<file path="config.mk">
export PLATFORM = sky130hd
export DESIGN_NAME = axi_lite_master_flat
export DESIGN_NICKNAME = d
export VERILOG_FILES = /design/src/rtl/axi_lite_master_if.sv /design/src/rtl/axi_lite_master.sv /design/src/flat_wrapper.sv
export SDC_FILE = /design/constraint.sdc
export NUM_CORES = 1
export LEC_CHECK = 0
export BUFFER_PORTS_ARGS = -buffer_cell sky130_fd_sc_hd__buf_2
export CAP_MARGIN = 30
export CORE_ASPECT_RATIO = 1.25
export CORE_UTILIZATION = 25
export DETAILED_ROUTE_END_ITERATION = 8
export HOLD_SLACK_MARGIN = 0.05
export PLACE_DENSITY = 0.53
export SLEW_MARGIN = 10
export SYNTH_ARGS = -nofsm -noshare
export SYNTH_HDL_FRONTEND = slang
export SYNTH_SLANG_ARGS = --single-unit
</file>
<file path="constraint.sdc">
create_clock -name clk -period 3.4 [get_ports clk]
set_input_delay 0.34 -clock clk [delete_from_list [all_inputs] [get_ports clk]]
set_output_delay 0.34 -clock clk [all_outputs]
set_load 0.01 [all_outputs]
</file>
<file path="src/rtl/axi_lite_master_if.sv">
// axi_lite_master_if: AXI4-Lite read/write channel bundle between an initiator and a slave
interface axi_lite_master_if;
  logic [31:0] araddr;
  logic        arvalid;
  logic [2:0]  arprot;
  logic        arready;
  logic [31:0] rdata;
  logic [1:0]  rresp;
  logic        rvalid;
  logic        rready;
  logic [31:0] awaddr;
  logic        awvalid;
  logic [2:0]  awprot;
  logic        awready;
  logic [31:0] wdata;
  logic [3:0]  wstrb;
  logic        wvalid;
  logic        wready;
  logic [1:0]  bresp;
  logic        bvalid;
  logic        bready;
  modport master (
    output araddr, arvalid, arprot, rready, awaddr, awvalid, awprot, wdata, wstrb, wvalid, bready,
    input  arready, rdata, rresp, rvalid, awready, wready, bresp, bvalid
  );
  modport slave (
    input  araddr, arvalid, arprot, rready, awaddr, awvalid, awprot, wdata, wstrb, wvalid, bready,
    output arready, rdata, rresp, rvalid, awready, wready, bresp, bvalid
  );
endinterface

</file>
<file path="src/rtl/axi_lite_master.sv">
// axi_lite_master: single-outstanding AXI4-Lite initiator bridging a req/resp MMIO handshake
module axi_lite_master #(
  parameter logic [2:0] PROT = 3'b000
) (
  input  logic                clk,
  input  logic                rstn,
  input  logic                req_valid,
  output logic                req_ready,
  input  logic                req_we,
  input  logic [31:0]         req_addr,
  input  logic [31:0]         req_wdata,
  input  logic [3:0]          req_wstrb,
  output logic                resp_valid,
  input  logic                resp_ready,
  output logic [31:0]         resp_rdata,
  output logic                resp_err,
  axi_lite_master_if.master   axi
);
  localparam logic [2:0] IDLE = 3'd0, RD_ADDR = 3'd1, RD_DATA = 3'd2, WR = 3'd3, WR_RESP = 3'd4, RESP = 3'd5;
  logic [2:0]  state_q, state_d;
  logic        req_ready_q, req_ready_d, arvalid_q, arvalid_d, rready_q, rready_d;
  logic        awvalid_q, awvalid_d, wvalid_q, wvalid_d, bready_q, bready_d;
  logic        resp_valid_q, resp_valid_d, err_q, err_d;
  logic [31:0] addr_q, addr_d, wdata_q, wdata_d, rdata_q, rdata_d;
  logic [3:0]  wstrb_q, wstrb_d;
  logic        unused;
  assign unused = ^{axi.rresp[0], axi.bresp[0]};
  always_comb begin
    state_d      = state_q;
    req_ready_d  = req_ready_q;
    arvalid_d    = arvalid_q;
    rready_d     = rready_q;
    awvalid_d    = awvalid_q;
    wvalid_d     = wvalid_q;
    bready_d     = bready_q;
    resp_valid_d = resp_valid_q;
    err_d        = err_q;
    addr_d       = addr_q;
    wdata_d      = wdata_q;
    wstrb_d      = wstrb_q;
    rdata_d      = rdata_q;
    case (state_q)
      IDLE: if (req_valid && req_ready_q) begin
        addr_d      = req_addr;
        wdata_d     = req_wdata;
        wstrb_d     = req_wstrb;
        req_ready_d = 1'b0;
        arvalid_d   = !req_we;
        awvalid_d   = req_we;
        wvalid_d    = req_we;
        state_d     = req_we ? WR : RD_ADDR;
      end
      RD_ADDR: if (axi.arready) begin
        arvalid_d = 1'b0;
        rready_d  = 1'b1;
        state_d   = RD_DATA;
      end
      RD_DATA: if (axi.rvalid && rready_q) begin
        rready_d     = 1'b0;
        rdata_d      = axi.rdata;
        err_d        = axi.rresp[1];
        resp_valid_d = 1'b1;
        state_d      = RESP;
      end
      // AW and W retire independently; the pending flags are the valids themselves
      WR: begin
        awvalid_d = awvalid_q && !axi.awready;
        wvalid_d  = wvalid_q && !axi.wready;
        if (!awvalid_d && !wvalid_d) begin
          bready_d = 1'b1;
          state_d  = WR_RESP;
        end
      end
      WR_RESP: if (axi.bvalid && bready_q) begin
        bready_d     = 1'b0;
        rdata_d      = 32'h0;
        err_d        = axi.bresp[1];
        resp_valid_d = 1'b1;
        state_d      = RESP;
      end
      RESP: if (resp_ready) begin
        resp_valid_d = 1'b0;
        req_ready_d  = 1'b1;
        state_d      = IDLE;
      end
      default: state_d = IDLE;
    endcase
  end
  always_ff @(posedge clk or negedge rstn) begin
    if (!rstn) begin
      state_q      <= IDLE;
      req_ready_q  <= 1'b1;
      arvalid_q    <= 1'b0;
      rready_q     <= 1'b0;
      awvalid_q    <= 1'b0;
      wvalid_q     <= 1'b0;
      bready_q     <= 1'b0;
      resp_valid_q <= 1'b0;
      err_q        <= 1'b0;
      addr_q       <= 32'h0;
      wdata_q      <= 32'h0;
      wstrb_q      <= 4'h0;
      rdata_q      <= 32'h0;
    end else begin
      state_q      <= state_d;
      req_ready_q  <= req_ready_d;
      arvalid_q    <= arvalid_d;
      rready_q     <= rready_d;
      awvalid_q    <= awvalid_d;
      wvalid_q     <= wvalid_d;
      bready_q     <= bready_d;
      resp_valid_q <= resp_valid_d;
      err_q        <= err_d;
      addr_q       <= addr_d;
      wdata_q      <= wdata_d;
      wstrb_q      <= wstrb_d;
      rdata_q      <= rdata_d;
    end
  end
  assign req_ready   = req_ready_q;
  assign resp_valid  = resp_valid_q;
  assign resp_rdata  = rdata_q;
  assign resp_err    = err_q;
  assign axi.araddr  = addr_q;
  assign axi.arvalid = arvalid_q;
  assign axi.arprot  = PROT;
  assign axi.rready  = rready_q;
  assign axi.awaddr  = addr_q;
  assign axi.awvalid = awvalid_q;
  assign axi.awprot  = PROT;
  assign axi.wdata   = wdata_q;
  assign axi.wstrb   = wstrb_q;
  assign axi.wvalid  = wvalid_q;
  assign axi.bready  = bready_q;
endmodule

</file>
<file path="src/flat_wrapper.sv">
// flat-port wrapper written by rule: the top's interface ports become plain ports
module axi_lite_master_flat 
#(
  parameter logic [2:0] PROT = 3'b000
)
  (clk, rstn, req_valid, req_ready, req_we, req_addr, req_wdata, req_wstrb, resp_valid, resp_ready, resp_rdata, resp_err, axi_araddr, axi_arvalid, axi_arprot, axi_rready, axi_awaddr, axi_awvalid, axi_awprot, axi_wdata, axi_wstrb, axi_wvalid, axi_bready, axi_arready, axi_rdata, axi_rresp, axi_rvalid, axi_awready, axi_wready, axi_bresp, axi_bvalid);
  axi_lite_master_if axi_i ();
  input  logic clk;
  input  logic rstn;
  input  logic req_valid;
  output logic req_ready;
  input  logic req_we;
  input  logic [31:0] req_addr;
  input  logic [31:0] req_wdata;
  input  logic [3:0] req_wstrb;
  output logic resp_valid;
  input  logic resp_ready;
  output logic [31:0] resp_rdata;
  output logic resp_err;
  output wire logic [$bits(axi_i.araddr)-1:0] axi_araddr;
  output wire logic [$bits(axi_i.arvalid)-1:0] axi_arvalid;
  output wire logic [$bits(axi_i.arprot)-1:0] axi_arprot;
  output wire logic [$bits(axi_i.rready)-1:0] axi_rready;
  output wire logic [$bits(axi_i.awaddr)-1:0] axi_awaddr;
  output wire logic [$bits(axi_i.awvalid)-1:0] axi_awvalid;
  output wire logic [$bits(axi_i.awprot)-1:0] axi_awprot;
  output wire logic [$bits(axi_i.wdata)-1:0] axi_wdata;
  output wire logic [$bits(axi_i.wstrb)-1:0] axi_wstrb;
  output wire logic [$bits(axi_i.wvalid)-1:0] axi_wvalid;
  output wire logic [$bits(axi_i.bready)-1:0] axi_bready;
  input wire logic [$bits(axi_i.arready)-1:0] axi_arready;
  input wire logic [$bits(axi_i.rdata)-1:0] axi_rdata;
  input wire logic [$bits(axi_i.rresp)-1:0] axi_rresp;
  input wire logic [$bits(axi_i.rvalid)-1:0] axi_rvalid;
  input wire logic [$bits(axi_i.awready)-1:0] axi_awready;
  input wire logic [$bits(axi_i.wready)-1:0] axi_wready;
  input wire logic [$bits(axi_i.bresp)-1:0] axi_bresp;
  input wire logic [$bits(axi_i.bvalid)-1:0] axi_bvalid;
  assign axi_araddr = axi_i.araddr;
  assign axi_arvalid = axi_i.arvalid;
  assign axi_arprot = axi_i.arprot;
  assign axi_rready = axi_i.rready;
  assign axi_awaddr = axi_i.awaddr;
  assign axi_awvalid = axi_i.awvalid;
  assign axi_awprot = axi_i.awprot;
  assign axi_wdata = axi_i.wdata;
  assign axi_wstrb = axi_i.wstrb;
  assign axi_wvalid = axi_i.wvalid;
  assign axi_bready = axi_i.bready;
  assign axi_i.arready = axi_arready;
  assign axi_i.rdata = axi_rdata;
  assign axi_i.rresp = axi_rresp;
  assign axi_i.rvalid = axi_rvalid;
  assign axi_i.awready = axi_awready;
  assign axi_i.wready = axi_wready;
  assign axi_i.bresp = axi_bresp;
  assign axi_i.bvalid = axi_bvalid;
  axi_lite_master #(.PROT(PROT)) u_core (.clk(clk), .rstn(rstn), .req_valid(req_valid), .req_ready(req_ready), .req_we(req_we), .req_addr(req_addr), .req_wdata(req_wdata), .req_wstrb(req_wstrb), .resp_valid(resp_valid), .resp_ready(resp_ready), .resp_rdata(resp_rdata), .resp_err(resp_err), .axi(axi_i));
endmodule
</file>
After elaboration in Yosys (flattened, before gate mapping)
Cells that the tools add are included.

Register bits: 111. Input port bits: 114. Word-level logic and storage cells: 85.

Equality and inequality tests: 11. Multiplexer cells: 33. Reduce and logical (&&, ||, !) cells: 28.

Operator list (number): $mux 32 (2); $pmux 32 s2 (1); $mux 3 (6); $pmux 3 s6 (1); $reduce_and 3->1 (5); $mux 1 (14); $pmux 1 s2 (7); $reduce_bool 2->1 (6); $ne 2x1->1 const B (4); $eq 3x2->1 const B (2); $eq 3x3->1 const B (2); $logic_and 1x1->1 (6); $reduce_and 6->1 (1); $logic_not 1->1 (5); $ne 2x2->1 const B (2); $reduce_and 2->1 (2); $reduce_and 4->1 (1); $eq 3x1->1 const B (1); $logic_not 3->1 (1); $pmux 1 s3 (1); $reduce_bool 3->1 (1); $mux 2 (1).

Longest topological paths before layout
Gate-level depths: netlist of run 1.

Depth in word-level cells: 6. Mapped depth: 7. Depth with buffers taken out: 4.

Worst setup path after synthesis of run 1
OpenSTA, ideal clock, no wires.

Path kind: register -> register. From: register u_core.req_ready_q (netlist: u_core.req_ready). To: register u_core.addr_q[0] (netlist: u_core.axi.araddr[0]). Stages on the path, launching flop included: 5. Data arrival time: 1658 ps. Setup time: 125 ps. Path slack: 1617 ps. Data required time: 3275 ps. Path through: dfstp_2 nand2_1 nor4_4 buf_6 mux2_2.

Cells in the longest elaborated chain, start to end: 2.

RTL lines: start, declared (line axi_lite_master.sv:21) `logic req_ready_q, req_ready_d, arvalid_q, arvalid_d, rready_q, rready_d;`; start signal, assigned (line axi_lite_master.sv:106) `req_ready_q <= req_ready_d;`; $logic_and 1x1->1 (line axi_lite_master.sv:43) `IDLE: if (req_valid && req_ready_q) begin`; $reduce_and 2->1 (no line); end signal, assigned (line axi_lite_master.sv:114) `addr_q <= addr_d;`; end, declared (line axi_lite_master.sv:24) `logic [31:0] addr_q, addr_d, wdata_q, wdata_d, rdata_q, rdata_d;`.

Every way passes these cells. A chain may end at the register's enable or synchronous reset.

Final worst setup path of run 1
From: register u_core.state_q[0]. To: register u_core.addr_q[15] (netlist: u_core.axi.araddr[15]).

Cells in the longest elaborated chain, start to end: 2.

RTL lines: start, declared (line axi_lite_master.sv:20) `logic [2:0] state_q, state_d;`; start signal, assigned (line axi_lite_master.sv:105) `state_q <= state_d;`; $logic_not 3->1 (line axi_lite_master.sv:42) `case (state_q)`; $reduce_and 2->1 (no line).

Every way passes these cells.

==> out/summary.json, run 1 <==
{
  "critical_path": {
    "worstSetupStartpointType": "register",
    "critical_path_required_ns": 3.62,
    "crit_path_end_kind": "register",
    "worstSetupPathType": "register to register",
    "critPathMaxFanout": 72,
    "cp_data_arrival_time_ns": 2.11
  },
  "timing": {
    "timing.final.max_slew_violations": 0,
    "final_hold_viol_count": 0,
    "relSlewSlack_pct": 60.48,
    "rsz_0062_raised_after_global_routing": "no",
    "worst_slew_pin_slew_ns": 0.5928,
    "layout_worst_path_cycle_share_pct": 55.43,
    "setup-tns-final_ns": 0,
    "fmax_mhz": 530.6,
    "setup_violations": 0,
    "fin_crit_ns": 1.885,
    "worst_clock_skew_ns": 0.01042
  },
  "die": {
    "die_footprint_sq_mm": 0.01953,
    "design.portCount": 260,
    "chipWidth_um": 125.2,
    "core_region_area_sq_mm": 0.01831,
    "overall_die_height_um": 156.0,
    "fp-row-count": 55,
    "floorplan.initialDensity_pct": 25.91
  },
  "cells_and_area": {
    "number_of_nets_in_the_final_layout": 719,
    "syn2layout_area_growth_pct": 31.72,
    "antennaDiodeCount": 0,
    "drive_above_1_share_pct": 56.98,
    "final_area_sq_mm": 0.006246
  },
  "hold_path": {
    "hold_path_class": "input port to register"
  },
  "synthesis": {
    "synth_adder_area_share_pct": 0,
    "ys_dominant_reg_cell": "sky130_fd_sc_hd__dfrtp_1",
    "async_reset_ff_share_pct": 100.0,
    "ys_warn_count": 0,
    "muxShareOfSynthArea_pct": 17.26,
    "synth-edff-count": 0,
    "synth-simple-area-share_pct": 8.259,
    "synthDistinctLibCells": 29,
    "syn_inst": 391,
    "yosysSeqAreaShare_pct": 58.60,
    "netlist_area_sq_mm": 0.004742,
    "synth_top_family_by_area": "multiplexers",
    "synthesis.area_per_instance_sq_um": 12.13,
    "synth-seq-cells": 111,
    "synthXorXnorAreaFrac_pct": 0,
    "fraction_of_the_mapped_netlist_area_in_compound_gates_pct": 6.069
  },
  "power": {
    "irDropWorstVdd_mv": 0.1801,
    "total_leakage_power_uw": 0.003681,
    "post-layout-total-power_uw": 2433,
    "pwr_density_cell_mw_per_mm2": 389.5
  },
  "clock_network": {
    "cts.path.max_buffers": 2,
    "cts-hold-fix-buffers": 1,
    "tritoncts_num_sinks": 111,
    "clkTransAtPathRegs_ns": 0.07,
    "ctsHtreeMaxLevel": 3,
    "cts_tree": "yes",
    "cts-buffers-inserted": 9,
    "post_cts.resized_instances": 0,
    "ctsRootBufferMaster": "sky130_fd_sc_hd__clkbuf_16",
    "clkLatencyLatePin_ns": 0.34,
    "post_cts_buffers": 0
  },
  "placed_design": {
    "numPortBuffers": 251,
    "place_hpwl_um": 8544,
    "place_congestion": 0.7084,
    "placed_area_sq_mm": 0.005933
  },
  "drt": {
    "vias": 3528,
    "wirelength_um": 11170,
    "drt_iter0_markers": 163,
    "route.detailed.vias_per_inst": 4.215,
    "wl_per_cell_um": 13.34,
    "drt.antenna.violating_nets": 0,
    "drt_drc_violations_left": 50,
    "first_pass_iters": 6
  },
  "global_route": {
    "first_pass_grt_wire_length_um": 18210,
    "first_global_vias": 3718,
    "grt_usage_pct": 11.68,
    "antenna_found_initial": 0,
    "grt_start_max_net_pins": 73,
    "remaining_global_route_overflow": 0
  },
  "job": {
    "maxCapViolations": 0
  },
  "outcome": {
    "run_status": "finished with violations",
    "failing_checks": "DRC"
  }
}
layout by cell type, fill, tap and decap left out:
cell type,count
sky130_fd_sc_hd__nand4b_1,2
sky130_fd_sc_hd__buf_16,1
sky130_fd_sc_hd__clkinv_4,2
sky130_fd_sc_hd__nand3b_2,1
sky130_fd_sc_hd__and4b_1,1
sky130_fd_sc_hd__buf_12,2
sky130_fd_sc_hd__and2b_2,1
sky130_fd_sc_hd__dlygate4sd3_1,1
sky130_fd_sc_hd__nand2_1,73
sky130_fd_sc_hd__a32o_1,2
sky130_fd_sc_hd__dfrtp_1,110
sky130_fd_sc_hd__inv_8,1
sky130_fd_sc_hd__buf_2,250
sky130_fd_sc_hd__mux2i_1,3
sky130_fd_sc_hd__dfstp_2,1
sky130_fd_sc_hd__clkinvlp_4,2
sky130_fd_sc_hd__nand3_1,1
sky130_fd_sc_hd__o31ai_1,1
sky130_fd_sc_hd__inv_1,5
sky130_fd_sc_hd__nor4_4,1
sky130_fd_sc_hd__a32oi_1,1
sky130_fd_sc_hd__and2_1,1
sky130_fd_sc_hd__a21oi_1,10
sky130_fd_sc_hd__a31oi_1,1
sky130_fd_sc_hd__o21ai_0,33
sky130_fd_sc_hd__a21o_2,1
sky130_fd_sc_hd__mux2_2,70
sky130_fd_sc_hd__nor2_1,5
sky130_fd_sc_hd__clkbuf_16,9
sky130_fd_sc_hd__clkbuf_8,1
sky130_fd_sc_hd__o211ai_1,2
sky130_fd_sc_hd__buf_4,4
sky130_fd_sc_hd__conb_1,6
sky130_fd_sc_hd__o21a_1,1
sky130_fd_sc_hd__nand2b_1,3
cell type report:
class	count	area (sq um)
clock buffer	10	239.0
clock inverter	5	43.79
fill	1896	12060
inverter	5	18.77
multi-input combinational	220	1521
sequential	111	2779
tap	228	285.3
timing repair buffer	258	1359
Yosys cell counts, types with 2 or more instances:
cell type / n / share of area [%]
sky130_fd_sc_hd__nand2_1: 73 / 5.8
sky130_fd_sc_hd__nand4b_1: 2 / 0.37
sky130_fd_sc_hd__dfrtp_1: 110 / 58
sky130_fd_sc_hd__nand2b_1: 3 / 0.40
sky130_fd_sc_hd__a32o_1: 2 / 0.42
sky130_fd_sc_hd__o211ai_1: 2 / 0.32
sky130_fd_sc_hd__a21oi_1: 10 / 1.1
sky130_fd_sc_hd__nor2_1: 5 / 0.40
sky130_fd_sc_hd__o21ai_0: 33 / 3.5
sky130_fd_sc_hd__buf_4: 39 / 6.2
sky130_fd_sc_hd__mux2_2: 70 / 17
sky130_fd_sc_hd__clkbuf_1: 4 / 0.32
sky130_fd_sc_hd__buf_2: 9 / 0.95
sky130_fd_sc_hd__buf_6: 8 / 1.9
sky130_fd_sc_hd__mux2i_1: 3 / 0.63
sky130_fd_sc_hd__inv_1: 5 / 0.40
metrics by stage:
step                      hold slack [ns]  utilization, %  setup WS [ns]  cells
after CTS                          0.1777           34.01          1.409    836
after global routing               0.1950           34.12          1.398    837
after detailed placement           0.3813           32.41          1.418    820
after floorplan                   0.04441               -          1.617    396
after global placement             0.4587           32.26          1.519    819
final                              0.1965           34.12          1.515    837
critical path, stage by stage, from the launching register on:
cell and delay [ns]:
sky130_fd_sc_hd__dfrtp_1 0.58, sky130_fd_sc_hd__nor4_4 0.38, sky130_fd_sc_hd__buf_12 0.33, sky130_fd_sc_hd__mux2_2 0.39
layer usage:
layer / part of all wire (%) / vias to the layer above / global-route usage [%]
met5: 0 / - / 0
met1: 39 / 1650 / 12.62
li1: - / 1693 / -
met3: 7.8 / 18 / 3.669
met4: 1.8 / 0 / 4.878
met2: 51 / 167 / 21.07
cells by family (layout without fill, tap and decap cells):
| logic type | count (synthesis) | count (layout) |
|---|---|---|
| other | 1 | 6 |
| buffers and inverters | 65 | 278 |
| multiplexers | 73 | 73 |
| AND/OR/NAND/NOR | 89 | 89 |
| AO/OA/AOI/OAI | 52 | 52 |
| flip-flops | 111 | 111 |
sequential cells by signal, summed over array words and instances, names as in the netlist:
| name | count |
|---|---|
| u_core.axi.rready | 1 |
| u_core.axi.wdata | 32 |
| u_core.resp_err | 1 |
| u_core.axi.bready | 1 |
| u_core.state_q | 3 |
| u_core.axi.araddr | 32 |
| u_core.axi.wstrb | 4 |
| u_core.req_ready | 1 |
| u_core.axi.awvalid | 1 |
| u_core.resp_rdata | 32 |
| u_core.axi.arvalid | 1 |
| u_core.axi.wvalid | 1 |
| u_core.resp_valid | 1 |
worst paths after layout:
kind,slack [ns],cells past startpoint,from,endpoint
max in group asynchronous,1.97,4,rstn,u_core.resp_rdata[18]
worst max register to register,1.52,3,u_core.state_q[0],u_core.axi.araddr[15]
worst min register to register,0.47,2,u_core.resp_rdata[27],u_core.resp_rdata[27]
worst max-delay path,1.52,3,u_core.state_q[0],u_core.axi.araddr[15]
worst min-delay path,0.20,2,axi_bvalid,u_core.axi.bready
min in group asynchronous,0.54,2,rstn,u_core.axi.araddr[0]
power by group:
part / total, uW / internal (uW) / switching (uW)
clock network: 1010 / 521 / 484
logic: 108 / 54.8 / 53.6
registers: 1320 / 1320 / 0
total: 2430 / 1900 / 538
Power figures use the tool's default switching activity.
==> inputs of run 2 (changes only) <==
Settings changed: ABC_AREA set to 1, PLACE_DENSITY 0.53 to 0.55.
Clock period 3.4 ns to 1.7 ns, I/O delays scaled along.
==> run 2 against run 1 <==
The flow now finishes without violations. First-iteration DRC count up 21%. Via count up 28%. Design area up 17%. Worst setup slack worse by 1.4 ns. Synthesized area up 1.5%. Critical path type unchanged. Critical endpoint is now u_core.axi.araddr[10]. Highest routed layer unchanged.
==> out/summary.json, run 2 <==
{
  "timing": {
    "worst_clock_skew": {"value": 0.008376, "unit": "ns", "change": "-0.002043 ns"},
    "fmax": {"value": 637.1, "unit": "MHz", "change": "+20%"},
    "setup_violations": {"value": 0, "change": "unchanged"},
    "setup-tns-final": {"value": 0, "unit": "ns", "change": "unchanged"},
    "final_hold_viol_count": {"value": 0, "change": "unchanged"},
    "fin_crit": {"value": 1.570, "unit": "ns", "change": "-0.3150 ns"},
    "timing.final.max_slew_violations": {"value": 0, "change": "unchanged"},
    "layout_worst_path_cycle_share": {"value": 92.32, "unit": "%", "change": "+37 points"},
    "rsz_0062_raised_after_global_routing": "no"
  },
  "hold_path": {
    "min_from": "axi_rdata[2]",
    "hold_path_class": "input port to register",
    "min_delay_worst_endpoint": "u_core.resp_rdata[2]",
    "min_path_cells": {"value": 3, "change": "+1"}
  },
  "synthesis": {
    "yosysSeqAreaShare": {"value": 57.73, "unit": "%", "change": "-0.87 points"},
    "synth_most_common_cell": "sky130_fd_sc_hd__nand2_1",
    "synth-edff-count": {"value": 0, "change": "unchanged"},
    "ys_dominant_reg_cell": "sky130_fd_sc_hd__dfrtp_1",
    "synthDominantCellAreaShare": {"value": 57.19, "unit": "%", "change": "-0.86 points"},
    "ys_warn_count": {"value": 0, "change": "unchanged"},
    "synthesis.area_per_instance": {"value": 8.580, "unit": "sq um", "change": "-29%"},
    "syn_inst": {"value": 561, "change": "+43%"},
    "async_reset_ff_share": {"value": 100.0, "unit": "%", "change": "unchanged"},
    "biggest_area_consumer_among_synthesized_cells": "sky130_fd_sc_hd__dfrtp_1",
    "netlist_top_cells_area": "sky130_fd_sc_hd__dfrtp_1 57%, sky130_fd_sc_hd__nand2_1 23%, sky130_fd_sc_hd__buf_4 5.9%",
    "synth_top_cells_by_count": "293 x sky130_fd_sc_hd__nand2_1, 110 x sky130_fd_sc_hd__dfrtp_1, 38 x sky130_fd_sc_hd__buf_4, 20 x sky130_fd_sc_hd__o21ai_1, 16 x sky130_fd_sc_hd__buf_2",
    "synth-seq-cells": {"value": 111, "change": "unchanged"},
    "synthDistinctLibCells": {"value": 24, "change": "-17%"},
    "netlist_area": {"value": 0.004813, "unit": "sq mm", "change": "+1.5%"}
  },
  "critical_path": {
    "timing.rr.end": "u_core.axi.araddr[10]",
    "critical_path_required": {"value": 1.94, "unit": "ns", "change": "-1.68 ns"},
    "timing.critical_path.from": "u_core.state_q[1]",
    "critical-path-top-delay-family": "simple AND/OR/NAND/NOR gates",
    "crit_path_top_delay_cell": "sky130_fd_sc_hd__dfrtp_1",
    "worst_r2r_startpoint": "u_core.state_q[1]",
    "cp_data_arrival_time": {"value": 1.81, "unit": "ns", "change": "-0.30 ns"},
    "timing.critical_path.mode_cell": "sky130_fd_sc_hd__nand2_1",
    "buf_inv_on_cp": {"value": 2, "change": "+1"},
    "setup.reg_to_reg.worst_slack": {"value": 0.13, "unit": "ns", "change": "-1.38 ns"},
    "critPathMaxFanout": {"value": 65, "change": "-9.7%"},
    "crit_path_end_kind": "register",
    "cp_cell_sequence": "nor2_4 > nand2_1 > nor2_4 > inv_2 > buf_12 > nand2_1 > nand2_1",
    "worstSetupPathType": "register to register",
    "timing.reg2reg.worst_path_depth": {"value": 7, "change": "+4"},
    "worstSetupStartpointType": "register",
    "worstSetupPathDepth": {"value": 7, "change": "+4"},
    "critPathMaxStageDelay": {"value": 0.41, "unit": "ns", "change": "-0.17 ns"}
  },
  "die": {
    "die_footprint": {"value": 0.01982, "unit": "sq mm", "change": "+1.5%"},
    "core_region_area": {"value": 0.01878, "unit": "sq mm", "change": "+2.6%"},
    "chipWidth": {"value": 126.1, "unit": "um", "change": "+0.73%"},
    "fp-row-count": {"value": 56, "change": "+1.8%"},
    "overall_die_height": {"value": 157.1, "unit": "um", "change": "+0.74%"},
    "floorplan.initialDensity": {"value": 25.63, "unit": "%", "change": "-0.27 points"},
    "design.portCount": {"value": 260, "change": "unchanged"}
  },
  "drt": {
    "routedLengthMet1": {"value": 6141, "unit": "um", "change": "+40%"},
    "route.detailed.vias_per_inst": {"value": 4.114, "change": "-2.4%"},
    "wl_met3": {"value": 489, "unit": "um", "change": "-44%"},
    "first_pass_iters": {"value": 4, "change": "-2"},
    "wl_per_cell": {"value": 13.43, "unit": "um", "change": "+0.65%"},
    "vias": {"value": 4530, "change": "+28%"},
    "drt.antenna.violating_nets": {"value": 0, "change": "unchanged"},
    "met2_length": {"value": 7759, "unit": "um", "change": "+36%"},
    "drt_iter0_markers": {"value": 197, "change": "+21%"},
    "drt_drc_violations_left": {"value": 0, "change": "-100%"},
    "top_signal_layer_used": "met4",
    "wirelength": {"value": 14790, "unit": "um", "change": "+32%"}
  },
  "clock_network": {
    "cts_tree": "yes",
    "clkTransAtPathRegs": {"value": 0.08, "unit": "ns", "change": "about the same"},
    "tritoncts_num_sinks": {"value": 111, "change": "unchanged"},
    "ctsHtreeMaxLevel": {"value": 3, "change": "unchanged"},
    "cts-buffers-inserted": {"value": 9, "change": "unchanged"},
    "ctsRootBufferMaster": "sky130_fd_sc_hd__clkbuf_16",
    "cts.path.max_buffers": {"value": 2, "change": "unchanged"},
    "clkLatencyLatePin": {"value": 0.36, "unit": "ns", "change": "+0.02 ns"}
  },
  "power": {
    "irDropWorstVdd": {"value": 0.5918, "unit": "mV", "change": "+230%"},
    "clock_power_share": {"value": 17.0, "unit": "%", "change": "-24 points"},
    "net-switching-power": {"value": 4965, "unit": "uW", "change": "+820%"},
    "pwr_density_cell": {"value": 1663, "unit": "mW/mm^2", "change": "+330%"},
    "power.share.switching": {"value": 40.85, "unit": "%", "change": "+19 points"},
    "total_leakage_power": {"value": 0.004182, "unit": "uW", "change": "+14%"},
    "p_int": {"value": 7189, "unit": "uW", "change": "+280%"},
    "sequentialPowerShare": {"value": 37.4, "unit": "%", "change": "-17 points"},
    "combPwrFrac": {"value": 45.6, "unit": "%", "change": "+41 points"},
    "post-layout-total-power": {"value": 12150, "unit": "uW", "change": "+400%"}
  },
  "cells_and_area": {
    "syn2layout_area_growth_pct": 51.83,
    "number_of_nets_in_the_final_layout": {"value": 978, "change": "+36%"},
    "most_common_library_cell_in_the_layout_ignoring_fill_and_taps": "sky130_fd_sc_hd__nand2_1",
    "final-instance-count-excl-fill": {"value": 1101, "change": "+32%"},
    "finish.utilization": {"value": 38.92, "unit": "%", "change": "+4.8 points"},
    "drive_above_1_share": {"value": 35.33, "unit": "%", "change": "-22 points"},
    "most_frequent_cells_in_the_layout": "293 x sky130_fd_sc_hd__nand2_1, 250 x sky130_fd_sc_hd__buf_2, 110 x sky130_fd_sc_hd__dfrtp_1",
    "fill_cells": {"value": 1928, "change": "+1.7%"},
    "antennaDiodeCount": {"value": 0, "change": "unchanged"}
  },
  "global_route": {
    "grt_usage": {"value": 14.19, "unit": "%", "change": "+2.5 points"},
    "grt_start_max_net_pins": {"value": 70, "change": "-4.1%"},
    "remaining_global_route_overflow": {"value": 0, "change": "unchanged"},
    "antenna_found_initial": {"value": 0, "change": "unchanged"},
    "first_global_vias": {"value": 4365, "change": "+17%"},
    "first_pass_grt_wire_length": {"value": 21800, "unit": "um", "change": "+20%"}
  },
  "placed_design": {
    "post-place-cells": {"value": 999, "change": "+22%"},
    "place_congestion": {"value": 0.7858, "change": "+11%"},
    "place_hpwl": {"value": 9635, "unit": "um", "change": "+13%"},
    "numPortBuffers": {"value": 251, "change": "unchanged"}
  },
  "job": {
    "maxCapViolations": {"value": 0, "change": "unchanged"}
  },
  "outcome": {
    "run_status": "completed"
  }
}
run 2: changes by cell type after synthesis, sizes merged, moves of 3 or more:
cell,change
nand3,+10
nand2,+227
mux2i,-3
a21oi,-8
nor2,+6
o21ai,+8
mux2,-70
inv,+12
nand2b,-3
run 2: cell type report:
cell class,instances,area (sq um),share of cell area [%]
inverters,17,63.81,0.8731
multi-input cells,375,1564,21.40
clock buffers,11,242.7,3.321
flip-flops and latches,111,2779,38.02
well taps,232,290.3,3.972
repair buffers,350,2330,31.88
clock inverters,5,38.79,0.5307
run 2: worst min-delay path, stage by stage:
cell                      delay, ns
sky130_fd_sc_hd__buf_2         0.09
sky130_fd_sc_hd__nand2_1       0.05
sky130_fd_sc_hd__o21ai_0       0.07
run 2: repair_timing:
item,in CTS,in global routing
hold endpoints to repair,191,0
resized for setup,0,1
endpoints found under the setup margin,0,60
hold buffers,82,0
setup buffers,0,2
run 2: metrics by stage:
step	hold WS [ns]	setup WS (ns)	instance area [sq um]
after floorplan	-0.1256	0.2978	4832
after global placement	-0.001192	0.1415	6136
after CTS	0.05161	0.07834	7238
final	0.06509	0.1305	7308
after detailed placement	-0.0005859	0.07976	6136
after global routing	0.05428	0.01043	7308
run 2: cell families (layout without fill, tap and decap cells):
kind of cell	count (synthesis)	after routing	share of synthesized area [%]
other	1	6	0.07791
AOI/OAI and AO/OA	45	45	5.537
DFF	111	111	57.73
buffers and inverters	80	383	10.27
and+or+nand+nor	324	324	26.38
run 2: metal layers:
layer	GRT usage (%)	vias to the layer above
met5	0	-
met4	7.975	0
met3	2.039	23
met2	25.18	126
met1	16.41	2095
li1	-	2286
run 2: worst max path at each step:
stage                             to  slack, ns
5_1_grt         u_core.axi.araddr[9]       0.01
3_3_place_gp    u_core.axi.araddr[4]       0.14
4_1_cts           u_core.axi.awvalid       0.08
6_report       u_core.axi.araddr[10]       0.13
3_5_place_dp      u_core.axi.awvalid       0.08
2_1_floorplan  u_core.resp_rdata[25]       0.30
run 2: power by group through the flow:
stage	clock network, uW	registers [uW]	logic (uW)
4_1_cts	2150	4540	5520
5_1_grt	2270	4700	6180
2_1_floorplan	0	5110	2910
3_5_place_dp	0	4580	5360
6_report	2070	4540	5540
3_3_place_gp	0	4550	5300
==> inputs of run 3 (changes only) <==
Settings changed: REMOVE_ABC_BUFFERS set to 1.
==> run 3 against run 2 <==
Sequential share of layout area up 0.94 points. Die area unchanged. Routed wire length down 11%.
==> out/summary.json, run 3 (same netlist as run 2, synthesis figures left out) <==
{
  "die": {
    "core_region_area": {"value": 0.01878, "unit": "sq mm", "change": "unchanged"},
    "design.portCount": {"value": 260, "change": "unchanged"},
    "die_footprint": {"value": 0.01982, "unit": "sq mm", "change": "unchanged"},
    "chipWidth": {"value": 126.1, "unit": "um", "change": "unchanged"},
    "fp-row-count": {"value": 56, "change": "unchanged"},
    "floorplan.initialDensity": {"value": 25.63, "unit": "%", "change": "unchanged"},
    "overall_die_height": {"value": 157.1, "unit": "um", "change": "unchanged"}
  },
  "drt": {
    "wirelength": {"value": 13200, "unit": "um", "change": "-11%"},
    "route.detailed.vias_per_inst": {"value": 4.137, "change": "+0.56%"},
    "drt_iter0_markers": {"value": 193, "change": "-2.0%"},
    "drt_drc_violations_left": {"value": 0, "change": "unchanged"},
    "wl_per_cell": {"value": 12.16, "unit": "um", "change": "-9.4%"},
    "drt.antenna.violating_nets": {"value": 0, "change": "unchanged"},
    "first_pass_iters": {"value": 4, "change": "unchanged"},
    "vias": {"value": 4489, "change": "-0.91%"}
  },
  "clock_network": {
    "clkTransAtPathRegs": {"value": 0.08, "unit": "ns", "change": "about the same"},
    "ctsHtreeMaxLevel": {"value": 3, "change": "unchanged"},
    "ctsRootBufferMaster": "sky130_fd_sc_hd__clkbuf_16",
    "cts-buffers-inserted": {"value": 9, "change": "unchanged"},
    "clkLatencyLatePin": {"value": 0.35, "unit": "ns", "change": "about the same"},
    "cts_tree": "yes",
    "post_cts.resized_instances": {"value": 0, "change": "unchanged"},
    "cts.path.max_buffers": {"value": 2, "change": "unchanged"},
    "tritoncts_num_sinks": {"value": 111, "change": "unchanged"}
  },
  "cells_and_area": {
    "most_frequent_cells_in_the_layout": "293 x sky130_fd_sc_hd__nand2_1, 250 x sky130_fd_sc_hd__buf_2, 110 x sky130_fd_sc_hd__dfrtp_1",
    "area_occupied_by_multi_input_gates": {"value": 0.001559, "unit": "sq mm", "change": "-0.32%"},
    "final-instance-count-excl-fill": {"value": 1085, "change": "-1.5%"},
    "antennaDiodeCount": {"value": 0, "change": "unchanged"},
    "final_area": {"value": 0.007132, "unit": "sq mm", "change": "-2.4%"},
    "fill_cells": {"value": 1929, "change": "+0.052%"},
    "area.sequential": {"value": 0.002779, "unit": "sq mm", "change": "unchanged"},
    "most_common_library_cell_in_the_layout_ignoring_fill_and_taps": "sky130_fd_sc_hd__nand2_1",
    "drive_above_1_share": {"value": 35.40, "unit": "%", "change": "+0.076 points"},
    "syn2layout_area_growth_pct": 48.17,
    "number_of_nets_in_the_final_layout": {"value": 963, "change": "-1.5%"}
  },
  "critical_path": {
    "cp_data_arrival_time": {"value": 1.79, "unit": "ns", "change": "-0.02 ns"},
    "timing.critical_path.mode_cell": "sky130_fd_sc_hd__nand2_1",
    "critical-path-top-delay-family": "simple AND/OR/NAND/NOR gates",
    "crit_path_end_kind": "register",
    "cp_cell_sequence": "nor2_2 > nand2_1 > nor2_4 > inv_2 > buf_12 > nand2_1 > nand2_1",
    "critical_path_required": {"value": 1.93, "unit": "ns", "change": "about the same"},
    "worstSetupPathType": "register to register",
    "critPathMaxStageDelay": {"value": 0.46, "unit": "ns", "change": "+0.05 ns"},
    "crit_path_top_delay_cell": "sky130_fd_sc_hd__dfrtp_1",
    "critPathMaxFanout": {"value": 45, "change": "-31%"},
    "buf_inv_on_cp": {"value": 2, "change": "unchanged"},
    "worstSetupStartpointType": "register"
  },
  "timing": {
    "fmax": {"value": 644.3, "unit": "MHz", "change": "+1.1%"},
    "fin_crit": {"value": 1.552, "unit": "ns", "change": "-0.01738 ns"},
    "layout_worst_path_cycle_share": {"value": 91.30, "unit": "%", "change": "-1.0 points"},
    "worst_clock_skew": {"value": 0.01254, "unit": "ns", "change": "+0.004160 ns"},
    "rsz_0062_raised_after_global_routing": "no",
    "holdWs": {"value": 0.06775, "unit": "ns", "change": "+0.002666 ns"},
    "timing.final.max_slew_violations": {"value": 0, "change": "unchanged"},
    "setup_violations": {"value": 0, "change": "unchanged"},
    "final_hold_viol_count": {"value": 0, "change": "unchanged"}
  },
  "global_route": {
    "first_pass_grt_wire_length": {"value": 21360, "unit": "um", "change": "-2.1%"},
    "grt_start_max_net_pins": {"value": 59, "change": "-16%"},
    "remaining_global_route_overflow": {"value": 0, "change": "unchanged"},
    "first_global_vias": {"value": 4280, "change": "-1.9%"},
    "grt_usage": {"value": 13.70, "unit": "%", "change": "-0.49 points"},
    "antenna_found_initial": {"value": 0, "change": "unchanged"}
  },
  "power": {
    "irDropWorstVdd": {"value": 0.6586, "unit": "mV", "change": "+11%"},
    "total_leakage_power": {"value": 0.004102, "unit": "uW", "change": "-1.9%"},
    "post-layout-total-power": {"value": 11940, "unit": "uW", "change": "-1.8%"},
    "pwr_density_cell": {"value": 1674, "unit": "mW/mm^2", "change": "+0.66%"}
  },
  "placed_design": {
    "numPortBuffers": {"value": 251, "change": "unchanged"},
    "place_congestion": {"value": 0.7588, "change": "-3.4%"},
    "place_hpwl": {"value": 9230, "unit": "um", "change": "-4.2%"},
    "placed_area": {"value": 0.006128, "unit": "sq mm", "change": "-0.12%"},
    "post-place-cells": {"value": 998, "change": "-0.10%"}
  },
  "outcome": {
    "run_status": "completed"
  },
  "hold_path": {
    "hold_path_class": "input port to register"
  },
  "job": {
    "maxCapViolations": {"value": 0, "change": "unchanged"}
  }
}
run 3: cell types whose count changed in the layout (fill, tap and decap cells not counted), sizes merged:
| cell | delta |
|---|---|
| clkbuf | -3 |
| dlygate4sd3 | -10 |
| inv | -2 |
| clkinvlp | -1 |
| buf | -3 |
| clkinv | +3 |
run 3: per-layer routing:
layer / share of wire [%] / track usage, % / vias to the layer above / wire (um)
met4: 1.8 / 5.909 / 0 / 242
met2: 50 / 23.91 / 191 / 6620
li1: - / - / 2257 / -
met5: 0 / 0 / - / 0
met1: 42 / 16.27 / 2025 / 5550
met3: 6.0 / 2.855 / 16 / 786
run 3: final cells by class:
type | count | share of cell area, %
sequential | 111 | 38.96
timing repair buffer | 335 | 30.25
multi-input combinational | 375 | 21.86
tap | 232 | 4.070
clock buffer | 10 | 3.351
inverter | 17 | 0.8947
clock inverter | 5 | 0.6140
run 3: path summary, 6_finish.rpt:
| path | from | endpoint | slack, ns | cells past startpoint |
|---|---|---|---|---|
| worst max-delay path | u_core.state_q[1] | u_core.axi.araddr[31] | 0.15 | 7 |
| max in group asynchronous | rstn | u_core.axi.araddr[15] | 1.03 | 3 |
| worst min-delay path | axi_rdata[21] | u_core.resp_rdata[21] | 0.07 | 3 |
| min in group asynchronous | rstn | u_core.axi.bready | 0.36 | 3 |
| worst min register to register | u_core.axi.wstrb[2] | u_core.axi.wstrb[2] | 0.47 | 2 |
| worst max register to register | u_core.state_q[1] | u_core.axi.araddr[31] | 0.15 | 7 |
run 3: worst reg2reg max path: cells and delay by family, from the launching register on:
kind | cells | cell delay, ns
and+or+nand+nor | 5 | 0.69
DFF | 1 | 0.46
buffers and inverters | 2 | 0.30
run 3: what timing repair did:
item                                    4_1_cts  5_1_grt
endpoints found under the setup margin        0        0
endpoints found under the hold margin       181        0
setup buffers                                 0        0
hold buffers                                 72        0
run 3: report_power, final:
part	internal, uW	switching, uW
registers	3850	752
clock network	1040	992
logic	2210	3100
run 3: metrics by stage:
step | setup slack (ns) | util [%] | TNS [ns]
after floorplan | -0.7949 | - | -72.55
after global placement | 0.1820 | 32.64 | 0
after global routing | 0.01795 | 37.98 | 0
final | 0.1479 | 37.98 | 0
after CTS | 0.1414 | 37.98 | 0
after detailed placement | 0.1587 | 32.64 | 0
